[config.mk]
export PLATFORM = sky130hd
export DESIGN_NAME = ram_port_arbiter
export DESIGN_NICKNAME = d
export VERILOG_FILES = /design/src/rtl/ram_ctrl_pkg.sv /design/src/rtl/ram_port_arbiter_rr_arb2.sv /design/src/rtl/ram_port_arbiter.sv
export SDC_FILE = /design/constraint.sdc
export NUM_CORES = 1
export LEC_CHECK = 0
export ABC_AREA = 1
export CORE_AREA = 2 2 79 81
export CTS_BUF_LIST = sky130_fd_sc_hd__clkbuf_8
export DETAILED_ROUTE_END_ITERATION = 8
export DIE_AREA = 0 0 81 83
export DONT_BUFFER_PORTS = 1
export PLACE_DENSITY = 0.67
export RECOVER_POWER = 50
export SLEW_MARGIN = 25
export SYNTH_ARGS = -nofsm -noshare
export SYNTH_HDL_FRONTEND = slang
export SYNTH_SLANG_ARGS = --single-unit
[constraint.sdc]
create_clock -name i_clk -period 2.3 [get_ports i_clk]
set_clock_uncertainty 0.15 [all_clocks]
set_input_delay 0.46 -clock i_clk [delete_from_list [all_inputs] [get_ports i_clk]]
set_output_delay 0.46 -clock i_clk [all_outputs]
set_load 0.05 [all_outputs]
[src/rtl/ram_ctrl_pkg.sv]
// Shared types and default sizes for the RAM port arbiter.
package ram_ctrl_pkg;

  localparam int ADDR_W_DEF = 10;
  localparam int DATA_W_DEF = 32;
  localparam int DEPTH_DEF  = 1 << ADDR_W_DEF;

  typedef enum logic {
    ST_CLEAR = 1'b0,
    ST_RUN   = 1'b1
  } state_t;

  // Tag travelling alongside a RAM access so the read data can be routed back.
  typedef struct packed {
    logic id;
    logic rd;
  } rsp_tag_t;

endpackage

[src/rtl/ram_port_arbiter_rr_arb2.sv]
// Two-way round-robin arbiter: purely combinational grant plus next pointer.
module rr_arb2 (
  input  logic [1:0] i_valid,
  input  logic       i_en,
  input  logic       i_ptr,
  output logic [1:0] o_grant,
  output logic       o_ptr_next
);

  // Grant the lone requester, or the favoured one on contention; favour the other next time.
  always_comb begin
    o_grant    = 2'b00;
    o_ptr_next = i_ptr;
    if (i_en) begin
      case (i_valid)
        2'b01: begin
          o_grant    = 2'b01;
          o_ptr_next = 1'b1;
        end
        2'b10: begin
          o_grant    = 2'b10;
          o_ptr_next = 1'b0;
        end
        2'b11: begin
          if (i_ptr) begin
            o_grant    = 2'b10;
            o_ptr_next = 1'b0;
          end else begin
            o_grant    = 2'b01;
            o_ptr_next = 1'b1;
          end
        end
        default: begin
          o_grant    = 2'b00;
          o_ptr_next = i_ptr;
        end
      endcase
    end
  end

endmodule

[src/rtl/ram_port_arbiter.sv]
// Shares one single-port synchronous RAM between two requesters, with a zeroing sweep
// after reset or on demand. Reads return two cycles after accept, tagged per requester.
//
// state    | meaning
// ST_CLEAR | writing zero to every word, one per cycle; no requests granted
// ST_RUN   | round-robin arbitration, one access issued per cycle
module ram_port_arbiter
  import ram_ctrl_pkg::*;
#(
  parameter int ADDR_W = ADDR_W_DEF,
  parameter int DATA_W = DATA_W_DEF
) (
  input  logic                  i_clk,
  input  logic                  i_rst,
  input  logic                  i_clear_req,
  output logic                  o_clear_busy,
  input  logic [1:0]            i_req_valid,
  input  logic [1:0]            i_req_we,
  input  logic [2*ADDR_W-1:0]   i_req_addr,
  input  logic [2*DATA_W-1:0]   i_req_wdata,
  output logic [1:0]            o_req_ready,
  output logic [1:0]            o_rsp_valid,
  output logic [DATA_W-1:0]     o_rsp_rdata,
  output logic                  o_ram_wr_en,
  output logic                  o_ram_rd_en,
  output logic [ADDR_W-1:0]     o_ram_addr,
  output logic [DATA_W-1:0]     o_ram_data_in,
  input  logic [DATA_W-1:0]     i_ram_data_out
);

  localparam int DEPTH = 1 << ADDR_W;
  localparam logic [ADDR_W:0] CLR_LAST = (ADDR_W + 1)'(DEPTH - 1);
  localparam logic [ADDR_W:0] CLR_ONE  = (ADDR_W + 1)'(1);

  state_t              r_state, w_state_next;
  logic [ADDR_W:0]     r_clr_addr, w_clr_addr_next;
  logic                r_rr_ptr, w_ptr_next;
  logic [1:0]          w_grant;
  logic                w_arb_en;
  logic                w_sel;

  logic                r_ram_wr_en, r_ram_rd_en;
  logic [ADDR_W-1:0]   r_ram_addr;
  logic [DATA_W-1:0]   r_ram_data_in;
  logic                w_wr_next, w_rd_next;
  logic [ADDR_W-1:0]   w_addr_next;
  logic [DATA_W-1:0]   w_data_next;

  rsp_tag_t            r_tag1, r_tag2, w_tag_next;

  // A clear request in RUN blocks acceptance in that same cycle.
  assign w_arb_en = (r_state == ST_RUN) && !i_clear_req;
  assign w_sel    = w_grant[1];

  rr_arb2 u_arb (
    .i_valid    (i_req_valid),
    .i_en       (w_arb_en),
    .i_ptr      (r_rr_ptr),
    .o_grant    (w_grant),
    .o_ptr_next (w_ptr_next)
  );

  // Next-state, sweep address and next RAM command; nothing issued unless cleared or accepted.
  always_comb begin
    w_state_next    = r_state;
    w_clr_addr_next = r_clr_addr;
    w_wr_next       = 1'b0;
    w_rd_next       = 1'b0;
    w_addr_next     = r_ram_addr;
    w_data_next     = r_ram_data_in;
    w_tag_next      = '0;
    case (r_state)
      ST_CLEAR: begin
        w_wr_next       = 1'b1;
        w_addr_next     = r_clr_addr[ADDR_W-1:0];
        w_data_next     = '0;
        w_clr_addr_next = r_clr_addr + CLR_ONE;
        if (r_clr_addr == CLR_LAST) begin
          w_state_next = ST_RUN;
        end
      end
      ST_RUN: begin
        if (i_clear_req) begin
          w_state_next    = ST_CLEAR;
          w_clr_addr_next = '0;
        end else if (|w_grant) begin
          w_wr_next     = i_req_we[w_sel];
          w_rd_next     = ~i_req_we[w_sel];
          w_addr_next   = w_sel ? i_req_addr[2*ADDR_W-1:ADDR_W] : i_req_addr[ADDR_W-1:0];
          w_data_next   = w_sel ? i_req_wdata[2*DATA_W-1:DATA_W] : i_req_wdata[DATA_W-1:0];
          w_tag_next.id = w_sel;
          w_tag_next.rd = ~i_req_we[w_sel];
        end
      end
      default: begin
        w_state_next = ST_CLEAR;
      end
    endcase
  end

  // Controller state: FSM, sweep address and round-robin pointer.
  always_ff @(posedge i_clk or posedge i_rst) begin
    if (i_rst) begin
      r_state    <= ST_CLEAR;
      r_clr_addr <= '0;
      r_rr_ptr   <= 1'b0;
    end else begin
      r_state    <= w_state_next;
      r_clr_addr <= w_clr_addr_next;
      r_rr_ptr   <= w_ptr_next;
    end
  end

  // Registered RAM command; address and data hold when nothing is issued.
  always_ff @(posedge i_clk or posedge i_rst) begin
    if (i_rst) begin
      r_ram_wr_en   <= 1'b0;
      r_ram_rd_en   <= 1'b0;
      r_ram_addr    <= '0;
      r_ram_data_in <= '0;
    end else begin
      r_ram_wr_en   <= w_wr_next;
      r_ram_rd_en   <= w_rd_next;
      r_ram_addr    <= w_addr_next;
      r_ram_data_in <= w_data_next;
    end
  end

  // Two-stage tag pipe matching command register plus RAM read register.
  always_ff @(posedge i_clk or posedge i_rst) begin
    if (i_rst) begin
      r_tag1 <= '0;
      r_tag2 <= '0;
    end else begin
      r_tag1 <= w_tag_next;
      r_tag2 <= r_tag1;
    end
  end

  assign o_clear_busy  = (r_state == ST_CLEAR);
  assign o_req_ready   = w_grant;
  assign o_rsp_valid   = {r_tag2.rd & r_tag2.id, r_tag2.rd & ~r_tag2.id};
  assign o_rsp_rdata   = i_ram_data_out;
  assign o_ram_wr_en   = r_ram_wr_en;
  assign o_ram_rd_en   = r_ram_rd_en;
  assign o_ram_addr    = r_ram_addr;
  assign o_ram_data_in = r_ram_data_in;

endmodule
==> results.json <==
{
  "finalHoldViolCount": 0,
  "drive_above_1_share": 0.0856,
  "crit_required_ns": 1.69,
  "first_pass_iters": 4,
  "endpoint": "o_clear_busy",
  "cp.depth": 2,
  "crit_path_cell_trace": "inv_1, clkbuf_2",
  "core_um2": 5820,
  "antenna_cells": 0,
  "hp-class": "input port to register",
  "clock_latency_ns": 0.32,
  "antenna_found_initial": 0,
  "crit_buf_inv": 2,
  "r2r_start": "r_state$_DFF_PP0_",
  "pre_cts_ws_ns": 0.260,
  "p_per_area_nw_per_um2": 979,
  "slew_headroom": 0.378,
  "p_leak_nw": 1.46,
  "grt_pass1_vias": 2424,
  "outcome": "complete, no violations",
  "cts_tree": "done",
  "clock_path_buffers": 2,
  "synth_top_cell_by_area": "dfrtp_1",
  "max-vdd-ir-drop_mv": 0.437,
  "slowest_delay_ns": 0.53,
  "vias_per_cell": 5.67,
  "min_period_ns": 2.11,
  "worst_slew_pin_slew_ns": 0.930,
  "area_growth_syn_to_layout_pct": 1.66,
  "synthArstFlopShare": 1.00,
  "die_y_um": 83,
  "synthesis.nets": 510,
  "cp-end-kind": "primary output",
  "syn_avg_cell_area_um2": 8.18,
  "synth_top_area_frac": 0.475,
  "ys_top_cells_by_area": "dfrtp_1, nand2_1, o21ai_0",
  "drt_wl_total_um": 7330,
  "yosysMostFrequentCell": "nand2_1",
  "port_buffers": 0,
  "r2r_setup_slack_ns": 0.26,
  "setup_violations": 0,
  "cap_violations": 0,
  "seq_area_frac_synth": 0.475,
  "syn_area_um2": 3160,
  "gp_routability_congestion": 0.836,
  "root_buffer": "clkbuf_8",
  "clock-sinks": 60,
  "wl_per_cell_um": 16.8,
  "initial_utilization": 0.543,
  "place_hpwl_um": 5110,
  "cp-start-kind": "register",
  "grt_pass1_wl_um": 11400,
  "layout.nets": 481,
  "die-area_um2": 6720,
  "r2r_end": "r_clr_addr[7]$_DFFE_PP0P_",
  "ff2ff_path_depth": 8,
  "cpMaxStageDelayCell": "clkbuf_2",
  "synthTopCellsByCount": "nand2_1, dfrtp_1, nor2_1",
  "ys_ff_latch": 60,
  "synth.distinct_cells": 25,
  "netlist_instances": 386,
  "antenna_left": 0,
  "grt.overflow.total": 0,
  "synth_edf_count": 0,
  "max_freq_mhz": 474,
  "grt_max_degree": 45,
  "drc": 0,
  "track_usage": 0.220,
  "drtIter0Drc": 204,
  "startpoint": "r_state$_DFF_PP0_",
  "rsz0062_at_grt": "false",
  "post-route-period-util": 0.916,
  "synth_warnings": 0,
  "critPathTopFamily": "buffers and inverters",
  "clk_pin_slew_ns": 0.07,
  "tns_ns": 0,
  "h-tree-depth": 3,
  "synth_ff_type": "dfrtp_1",
  "cp_max_fo": 18,
  "finalHoldWorstSlack_ns": 0.152,
  "cts_buffers": 9,
  "final.setup.worst_slack_ns": 0.192,
  "io_pins": 204,
  "vias": 2479,
  "drv_slew": 0,
  "path_class": "register to primary output",
  "cp_data_arrival_time_ns": 1.50,
  "die-width_um": 81,
  "rows": 28
}
cells by family after synthesis:
kind of cell               synth area share
AOI/OAI and AO/OA                     0.167
xor gates and xnor gates            0.00277
adders and majority gates           0.00396
buffers and inverters                 0.144
DFF                                   0.475
and+or+nand+nor                       0.207
repair_timing:
item,in CTS,in global routing
gates resized for setup,0,0
endpoints found under the hold margin,60,0
hold buffers,1,0
buffers inserted,0,0
layer usage:
metal | wire length, um | vias up | GRT usage
met4 | 135 | 0 | 0.100
met2 | 3490 | 138 | 0.354
li1 | - | 1164 | -
met1 | 2830 | 1162 | 0.260
met5 | 0 | - | 0
met3 | 866 | 15 | 0.0783
registers in the layout, summed over array words and instances, names as in the netlist:
| name | flops |
|---|---|
| o_ram_rd_en | 1 |
| r_clr_addr | 11 |
| r_rr_ptr | 1 |
| r_state | 1 |
| o_ram_data_in | 32 |
| o_ram_addr | 10 |
| o_ram_wr_en | 1 |
| r_tag1 | 1 |
| r_tag2 | 2 |
how the worst min path moves through the flow:
stage	from	end	depth (start not counted)
2_1_floorplan	r_tag1[1]$_DFF_PP0_	r_tag2[1]$_DFF_PP0_	0
3_3_place_gp	r_tag1[1]$_DFF_PP0_	r_tag2[1]$_DFF_PP0_	0
3_5_place_dp	r_tag1[1]$_DFF_PP0_	r_tag2[1]$_DFF_PP0_	0
4_1_cts	i_req_wdata[16]	o_ram_data_in[16]$_DFFE_PP0P_	2
5_1_grt	i_req_wdata[14]	o_ram_data_in[14]$_DFFE_PP0P_	2
6_report	i_req_wdata[23]	o_ram_data_in[23]$_DFFE_PP0P_	2
placed cells by master, fill, tap and decap left out, types with 3 or more instances in the layout:
cell       netlist  routed
a21oi_1          3       3
inv_1           17      18
o21ai_1         38      38
o21ai_0         52      52
bufinv_16        0       4
nand3_1         10      10
clkbuf_2         0       4
nand2_1         77      77
clkbuf_8         0       9
dfrtp_1         60      60
nand4_1          5       5
nor3_1           3       3
nor2_1          53      53
buf_4           34       5
a21boi_0         7       7
layout make-up:
class,instances,area [um^2]
clock inverters,7,140
flip-flops and latches,60,1500
inverters,20,82.6
well taps,75,93.8
multi-input cells,256,1200
repair buffers,10,67.6
clock buffers,9,124
fillers,584,2610
stage by stage:
stage | std cells | power (mW) | area [um^2] | utilization
CTS | 437 | 3.17 | 3220 | 0.554
floorplan | 386 | 1.96 | 3160 | -
finish | 437 | 3.14 | 3210 | 0.552
detailed placement | 420 | 1.92 | 2950 | 0.507
global placement | 420 | 1.90 | 2950 | 0.507
global route | 437 | 3.31 | 3210 | 0.552
report_power, final:
part,total [mW],switching [mW],internal (mW)
sequential,1.55,0.364,1.18
combinational,0.350,0.202,0.148
clock,1.25,0.418,0.827
total,3.14,0.984,2.16
(Power assumes the default switching activity.)
